===== config.mk =====
export PLATFORM = sky130hd
export DESIGN_NAME = fetch_buffer
export DESIGN_NICKNAME = d
export VERILOG_FILES = /design/src/rtl/fetch_buffer.sv
export SDC_FILE = /design/constraint.sdc
export NUM_CORES = 1
export LEC_CHECK = 0
export ABC_AREA = 0
export BUFFER_PORTS_ARGS = -buffer_cell sky130_fd_sc_hd__buf_2
export CORE_AREA = 2 2 178 180
export DETAILED_ROUTE_END_ITERATION = 16
export DIE_AREA = 0 0 180 182
export PLACE_DENSITY_LB_ADDON = 0.08
export SLEW_MARGIN = 10
export SYNTH_ARGS = -nofsm -noshare
export SYNTH_HDL_FRONTEND = slang
export SYNTH_SLANG_ARGS = --single-unit
export TNS_END_PERCENT = 20

===== constraint.sdc =====
create_clock -name CLK -period 3.4 [get_ports CLK]
set_input_delay 0.17 -clock CLK [delete_from_list [all_inputs] [get_ports CLK]]
set_output_delay 0.17 -clock CLK [all_outputs]
set_load 0.02 [all_outputs]

===== src/rtl/fetch_buffer.sv =====
// Instruction fetch stage: owns the fetch PC, issues one-outstanding word reads and
// queues returned words with their PC for decode. Handles redirect flushes and halt.
module fetch_buffer #(
  parameter int          DEPTH    = 4,
  parameter logic [31:0] RESET_PC = 32'h0000_0000
) (
  input  logic                     CLK,
  input  logic                     nRST,
  output logic                     imem_ren,
  output logic [31:0]              imem_addr,
  input  logic                     imem_hit,
  input  logic [31:0]              imem_rdata,
  output logic [31:0]              instr,
  output logic [31:0]              instr_pc,
  output logic                     instr_valid,
  input  logic                     instr_ready,
  input  logic                     redirect_en,
  input  logic [31:0]              redirect_pc,
  input  logic                     halt,
  output logic [$clog2(DEPTH):0]   occupancy,
  output logic [1:0]               fsm_state
);

  localparam int PW = $clog2(DEPTH);
  localparam int CW = PW + 1;

  typedef enum logic [1:0] {
    IDLE    = 2'd0,
    FETCH   = 2'd1,
    DISCARD = 2'd2,
    STOPPED = 2'd3
  } state_t;

  state_t state, state_nxt;

  logic [31:0]   fetch_pc, fetch_pc_nxt;
  logic [31:0]   req_addr, req_addr_nxt;
  logic          pending, pending_nxt;
  logic          stop_after, stop_after_nxt;

  logic [31:0]   data_mem [DEPTH];
  logic [31:0]   pc_mem   [DEPTH];
  logic [PW-1:0] rd_ptr, wr_ptr;
  logic [CW-1:0] count;

  logic          push, pop, flush;
  logic          handshake, halt_fire;

  // Handshakes: a word moves to decode on a cycle where instr_valid && instr_ready;
  // a memory request completes on a cycle where imem_ren && imem_hit. Neither side
  // may withdraw a raised valid/ren before completion.
  assign handshake   = instr_valid && instr_ready;
  assign halt_fire   = halt && handshake;

  assign instr_valid = (count != '0);
  assign instr       = instr_valid ? data_mem[rd_ptr] : 32'h0;
  assign instr_pc    = instr_valid ? pc_mem[rd_ptr]   : 32'h0;
  assign occupancy   = count;
  assign fsm_state   = state;

  always_comb begin
    state_nxt      = state;
    fetch_pc_nxt   = fetch_pc;
    req_addr_nxt   = req_addr;
    pending_nxt    = pending;
    stop_after_nxt = stop_after;
    push           = 1'b0;
    pop            = 1'b0;
    flush          = 1'b0;
    imem_ren       = 1'b0;
    imem_addr      = pending ? req_addr : fetch_pc;

    case (state)
      IDLE: begin
        state_nxt = FETCH;
      end

      FETCH: begin
        imem_ren = pending || (count < CW'(DEPTH));
        if (halt_fire) begin
          flush = 1'b1;
          if (imem_ren && !imem_hit) begin
            state_nxt      = DISCARD;
            stop_after_nxt = 1'b1;
            pending_nxt    = 1'b1;
            req_addr_nxt   = pending ? req_addr : fetch_pc;
          end else begin
            state_nxt   = STOPPED;
            pending_nxt = 1'b0;
          end
        end else if (redirect_en) begin
          flush        = 1'b1;
          fetch_pc_nxt = {redirect_pc[31:2], 2'b00};
          if (imem_ren && !imem_hit) begin
            state_nxt    = DISCARD;
            pending_nxt  = 1'b1;
            req_addr_nxt = pending ? req_addr : fetch_pc;
          end else begin
            pending_nxt = 1'b0;
          end
        end else begin
          pop = handshake;
          if (imem_ren) begin
            if (imem_hit) begin
              push         = 1'b1;
              fetch_pc_nxt = fetch_pc + 32'd4;
              pending_nxt  = 1'b0;
            end else begin
              pending_nxt  = 1'b1;
              req_addr_nxt = fetch_pc;
            end
          end
        end
      end

      DISCARD: begin
        // The stale request stays on the bus until memory answers; its data is dropped.
        imem_ren = 1'b1;
        if (redirect_en && !stop_after) begin
          fetch_pc_nxt = {redirect_pc[31:2], 2'b00};
        end
        if (imem_hit) begin
          pending_nxt = 1'b0;
          state_nxt   = stop_after ? STOPPED : FETCH;
        end
      end

      STOPPED: begin
        imem_ren = 1'b0;
      end

      default: begin
        state_nxt = IDLE;
      end
    endcase
  end

  always_ff @(posedge CLK or negedge nRST) begin
    if (!nRST) begin
      state      <= IDLE;
      fetch_pc   <= RESET_PC;
      req_addr   <= RESET_PC;
      pending    <= 1'b0;
      stop_after <= 1'b0;
    end else begin
      state      <= state_nxt;
      fetch_pc   <= fetch_pc_nxt;
      req_addr   <= req_addr_nxt;
      pending    <= pending_nxt;
      stop_after <= stop_after_nxt;
    end
  end

  always_ff @(posedge CLK or negedge nRST) begin
    if (!nRST) begin
      rd_ptr <= '0;
      wr_ptr <= '0;
      count  <= '0;
    end else if (flush) begin
      rd_ptr <= '0;
      wr_ptr <= '0;
      count  <= '0;
    end else begin
      if (push) wr_ptr <= wr_ptr + 1'b1;
      if (pop)  rd_ptr <= rd_ptr + 1'b1;
      count <= count + CW'(push) - CW'(pop);
    end
  end

  // Storage needs no reset: outputs are masked whenever the FIFO is empty.
  always_ff @(posedge CLK) begin
    if (push) begin
      data_mem[wr_ptr] <= imem_rdata;
      pc_mem[wr_ptr]   <= fetch_pc;
    end
  end

endmodule


After elaboration in Yosys (flattened, before gate mapping)

Memories as Yosys holds them, arrays and structs flattened.
Cells that the tools add are included.

Bits in registers: 75
Bits in latches: 0
Memory bits (writable): 256
Memory bits (read-only): 0
Input port bits: 70
Logic and storage cells: 93
Memories kept: 2

$add $sub $neg: 5
Multiply operators: 0
Divide/modulo/power cells: 0
$lt $le $gt $ge: 1
Equality and inequality tests: 11
Shift operators: 0
Mux-type cells: 47
Bitwise logic cells: 0
Reduce and logical (&&, ||, !) cells: 19

Memory list:

| name     | words | bits a word | rd ports | clocked after memory_dff | wr ports | RTL line | RTL |
|---|---|---|---|---|---|---|---|
| data_mem | 4     | 32          | 1        | 0                        | 1        | 41       | `logic [31:0] data_mem [DEPTH];` |
| pc_mem   | 4     | 32          | 1        | 0                        | 1        | 42       | `logic [31:0] pc_mem [DEPTH];` |

Operator list:

| cell                                                                     | number |
|---|---|
| 32-bit 2-to-1 mux                                                        | 13 |
| 32-bit one-hot mux with 2 select lines                                   | 1 |
| 32-bit by 3-bit adder with 32-bit output (second input constant)         | 1 |
| 1-bit 2-to-1 mux                                                         | 20 |
| 2-bit 2-to-1 mux                                                         | 9 |
| 3-bit inequality test (second input constant)                            | 4 |
| 3-bit AND reduction                                                      | 3 |
| 3-bit nonzero test                                                       | 3 |
| 2-bit inequality test (second input constant)                            | 3 |
| 2-bit one-hot mux with 3 select lines                                    | 1 |
| 2-bit nonzero test                                                       | 3 |
| 5-bit AND reduction                                                      | 1 |
| 2-bit by 1-bit adder with 2-bit output (second input constant)           | 2 |
| 1-bit logical AND                                                        | 4 |
| 4-bit inequality test (second input constant)                            | 1 |
| 1-bit one-hot mux with 2 select lines                                    | 2 |
| 4-bit AND reduction                                                      | 1 |
| 3-bit by 1-bit adder with 3-bit output                                   | 1 |
| 3-bit less-than comparator (second input constant)                       | 1 |
| 3-bit 2-to-1 mux                                                         | 1 |
| 3-bit by 1-bit inequality test with 1-bit output (second input constant) | 1 |
| 3-bit by 1-bit subtractor with 3-bit output                              | 1 |
| 2-bit by 1-bit equality test with 1-bit output (second input constant)   | 1 |
| 2-bit equality test (second input constant)                              | 1 |
| 3 further kinds                                                          | 4 |

Longest topological paths before layout

Depth in word-level cells: 9
Gate-level depth with buffers: 13
Mapped depth without buffers: 13

Worst setup path after synthesis

Ideal clock, no wire load.

Path kind: register -> register
From: register count[2], in the netlist occupancy[2]
To: memory data_mem[1][0] (enable)
Setup time: 0.426 ns
Data arrival time: 2.973 ns
Data required time: 2.974 ns
Setup slack: 0.000 ns
Stages on the path, launching flop included: 4
Buffers on the path: 0
Clock period less this slack: 3.400 ns
Path through: dfrtp_1 o311a_4 nor4_2 and2_1

Cells in the longest elaborated chain, start to end: 8
Elaborated cells between the ends (all ways): 11
Those cells by class: order compare: 1; mux: 6; reduce/logical: 4

RTL lines:

| element                                  | RTL line | RTL |
|---|---|---|
| from (decl)                              | 44       | `logic [CW-1:0] count;` |
| from (signal assigned)                   | 166      | `count <= count + CW'(push) - CW'(pop);` |
| 3-bit less-than comparator               | 79       | `imem_ren = pending \|\| (count < CW'(DEPTH));` |
| 1-bit logical OR                         | 79       |  |
| 1-bit 2-to-1 mux                         | 103      | `if (imem_ren) begin` |
| 1-bit 2-to-1 mux                         | 91       | `end else if (redirect_en) begin` |
| 1-bit 2-to-1 mux *                       | 80       | `if (halt_fire) begin` |
| 1-bit 2-to-1 mux *                       | 73       | `case (state)` |
| 1-bit 2-to-1 mux *                       | 172      | `if (push) begin` |
| 1-bit 2-to-1 mux (not written as such) * | 173      | `data_mem[wr_ptr] <= imem_rdata;` |
| to (decl)                                | 41       |  |

Mark *: on every way between the ends. The rest lies on a longest branch, timed or not.

Final worst setup path

From: register count[2], in the netlist occupancy[2]
To: register count[2], in the netlist occupancy[2]

Cells in the longest elaborated chain, start to end: 9
Elaborated cells between the ends (all ways): 17
Those cells by class: add/sub: 2; order compare: 1; mux: 10; reduce/logical: 4

RTL lines:

| element                                     | RTL line | RTL |
|---|---|---|
| 3-bit less-than comparator                  | 79       |  |
| 1-bit logical OR                            | 79       |  |
| 1-bit 2-to-1 mux                            | 103      |  |
| 1-bit 2-to-1 mux                            | 91       |  |
| 1-bit 2-to-1 mux                            | 80       |  |
| 1-bit 2-to-1 mux                            | 73       |  |
| 3-bit by 1-bit adder with 3-bit output      | 166      |  |
| 3-bit by 1-bit subtractor with 3-bit output | 166      |  |
| 3-bit 2-to-1 mux *                          | 159      | `end else if (flush) begin` |

Marks and branches as above.
A chain may end at the register's enable or synchronous reset.

==> run_results.csv <==
group,metric,value,unit
outcome,outcome,"complete, no violations",
grt,grt_max_degree,74,
sta,rsz0062_at_grt,"no",
floorplanning,row_count,65,
cells_and_area,final_common_cell,"edfxtp_1",
placed_design,placed_area,15000,um2
cells_and_area,final_util,53.7,%
worst_setup_path,cp_slowest_cell,"dfrtp_1",
sta,setup_viol,0,
worst_setup_path,critical_path.max_fanout,7,
sta,fin_ws,0.702,ns
worst_setup_path,cp-end-kind,"flop",
run,maxCapViolCount,0,
worst_setup_path,cp_common_cell,"inv_1",
cells_and_area,stdcell_area,16600,um2
clock_network,cts_buffer_depth,3,
clock_network,insertion_delay,0.50,ns
yosys,synth_edf_count,248,
cells_and_area,num_antenna_cells,0,
worst_setup_path,critical_path_class,"flop to flop",
yosys,ys_seq_area_share,67.9,%
floorplanning,die_h,182,um
grt,antenna_found_initial,0,
yosys,synth-seq-cells,321,
clock_network,cts-root-buf,"clkbuf_16",
grt,first_global_vias,8138,
yosys,synthCells,814,
yosys,syn_area_per_cell,16.8,um2
route,wl,29500,um
power,p_leak,6.14,nW
clock_network,cts_buffers,35,
route,drt-initial-drc-count,514,
sta,slew_viol_final,0,
yosys,syn_area,13700,um2
power,power.density,869,nW/um2
yosys,synth.distinct_cells,58,
power,combPwrFrac,34.1,%
sta,max_slew_margin,35.5,%
power,swShare,34.3,%
placed_design,gp_congestion,0.797,
clock_network,cts_resized,0,
hold_path,hold_class,"input port to flop",
power,power.total,14.4,mW
worst_setup_path,worstPathArrival,3.07,ns
route,drtPass1Iterations,5,
worst_setup_path,crit_chain,"o311a_4 > nor4_2 > inv_1 > ha_1 > inv_1 > ha_1 > inv_1 > fa_1 > xor2_1 > xnor2_1 > nor2_1",
cells_and_area,drive_gt1_share,35.7,%
cells_and_area,final_cell_count_no_fill,1464,
power,p_int,9.49,mW
placed_design,pre_cts_ws,0.692,ns
sta,fin_crit,2.70,ns
sta,setup_tns,0,ns
power,clkPwrFrac,25.5,%
worst_setup_path,crit_required,3.77,ns
power,irDropWorstVdd,0.520,mV
yosys,ys_warn_count,0,
placed_design,port_buffers,168,
placed_design,dpl.cell_count,1356,
cells_and_area,layout.nets,1118,
power,p_switching,4.95,mW
route,ant_nets,0,
sta,fin_skew,0.0106,ns
yosys,synthArstFlopShare,22.7,%
cells_and_area,area_growth,21.7,%
floorplanning,ios,173,
route,viasPerCell,5.33,
clock_network,postCtsSetupRepairBufs,0,
floorplanning,die_x,180,um
cells_and_area,final_cell_mix,"edfxtp_1, buf_2, dfrtp_1",
route,vias,7809,
clock_network,htreeDepth,2,
sta,worst_slew_pin_slew,0.968,ns
power,seq_power_share,40.4,%
sta,fmax,0.371,GHz
route,wl_per_cell,20.1,um
grt,grtUsageTotal,18.1,%
route,drc,0,
sta,hold_viol,0,
yosys,ys.flop_type,"edfxtp_1",
floorplanning,die_area,32800,um2
clock_network,cts.sinks,321,
placed_design,dp_hpwl,17600,um
floorplanning,initial_core_util,44.1,%
worst_setup_path,cpPeakStageDelay,0.46,ns
grt,grt_pass1_wl,46300,um
grt,grt_overflow_total,0,
floorplanning,coreArea,31000,um2
worst_setup_path,cp-start-kind,"flop",
clock_network,cts_tree,"built",
sta,holdWs,0.0191,ns
clock_network,clkSlewWorstSetupHoldPaths,0.06,ns
sta,finalCritPeriodShare,79.3,%
[final timing paths]
kind / start / end / slack [ns] / cells past startpoint
worst max-delay path: occupancy[2]$_DFF_PN0_ / occupancy[2]$_DFF_PN0_ / 0.70 / 11
worst min register to register: stop_after$_DFFE_PN0P_ / stop_after$_DFFE_PN0P_ / 0.47 / 1
worst max register to register: occupancy[2]$_DFF_PN0_ / occupancy[2]$_DFF_PN0_ / 0.70 / 11
min in group asynchronous: nRST / fsm_state[0]$_DFFE_PN0P_ / 0.37 / 2
worst min-delay path: redirect_pc[9] / fetch_pc[9]$_DFFE_PN0P_ / 0.02 / 3
max in group asynchronous: nRST / rd_ptr[0]$_DFFE_PN0P_ / 2.34 / 2
[routing by layer]
layer / part of all wire (%) / vias up / global-route usage (%)
li1: - / 3615 / -
met1: 46 / 3948 / 26.1
met2: 47 / 212 / 29.1
met3: 5.3 / 34 / 3.09
met4: 1.4 / 0 / 3.80
met5: 0 / - / 0
[cell usage after synthesis (3+ instances only)]
cell type	n	area (um2)
mux2i_1	5	50.1
inv_1	11	41.3
buf_2	10	50.1
dfrtp_1	73	1830
buf_6	4	45.0
clkbuf_1	33	124
nor2b_1	5	31.3
nor2_1	21	78.8
buf_1	4	15.0
edfxtp_1	248	7450
nand3_1	18	90.1
mux2_4	28	420
nand4_1	13	81.3
mux4_2	62	1400
o22ai_1	11	68.8
nor3_1	5	25.0
ha_1	10	125
nand2b_1	3	18.8
o22a_1	7	61.3
o21ai_0	19	95.1
a21oi_1	35	175
and2_1	72	450
a2bb2oi_1	10	87.6
nand2_1	30	113
and3_1	3	18.8
mux2_2	30	338
a31oi_1	5	31.3
[critical path, delay by kind of cell, from the launching register on]
kind / cells / cell delay (ns)
compound gates: 1 / 0.44
xor+xnor: 2 / 0.32
fa+ha+maj: 3 / 0.77
buf+inv: 3 / 0.18
flops: 1 / 0.46
simple gates: 2 / 0.41
[power groups by stage]
stage / registers (mW) / logic (mW) / clock network (mW)
2_1_floorplan: 5.55 / 3.63 / 0
3_3_place_gp: 5.88 / 4.95 / 0
3_5_place_dp: 5.90 / 4.97 / 0
4_1_cts: 5.83 / 5.03 / 3.80
5_1_grt: 5.95 / 5.37 / 3.94
6_report: 5.83 / 4.92 / 3.69
[sequential cells by signal, indices dropped and copies added (netlist names)]
register,count
data_mem,128
pc_mem,120
req_addr,32
fetch_pc,30
occupancy,3
fsm_state,2
rd_ptr,2
wr_ptr,2
pending,1
stop_after,1
[cell type report]
class,count,area [um2]
Clock buffer,43,958
Inverter,11,41.3
Tap cell,402,503
Timing Repair Buffer,238,1560
Sequential cell,321,9280
Clock inverter,19,165
Multi-Input combinational cell,430,4120
Fill cell,2555,14400
[what timing repair did]
item,in CTS,in global routing
hold endpoints to repair,214,0
hold buffers,46,0
endpoints found under the setup margin,0,0
[cells by family after synthesis]
family                     synth area share [%]
and+or+nand+nor                            7.31
DFF                                        67.9
other                                    0.0275
xor gates and xnor gates                  0.257
muxes                                      16.1
buffers and inverters                      2.13
adders and majority gates                  1.06
AOI/OAI and AO/OA                          5.18
(Power assumes the default switching activity.)
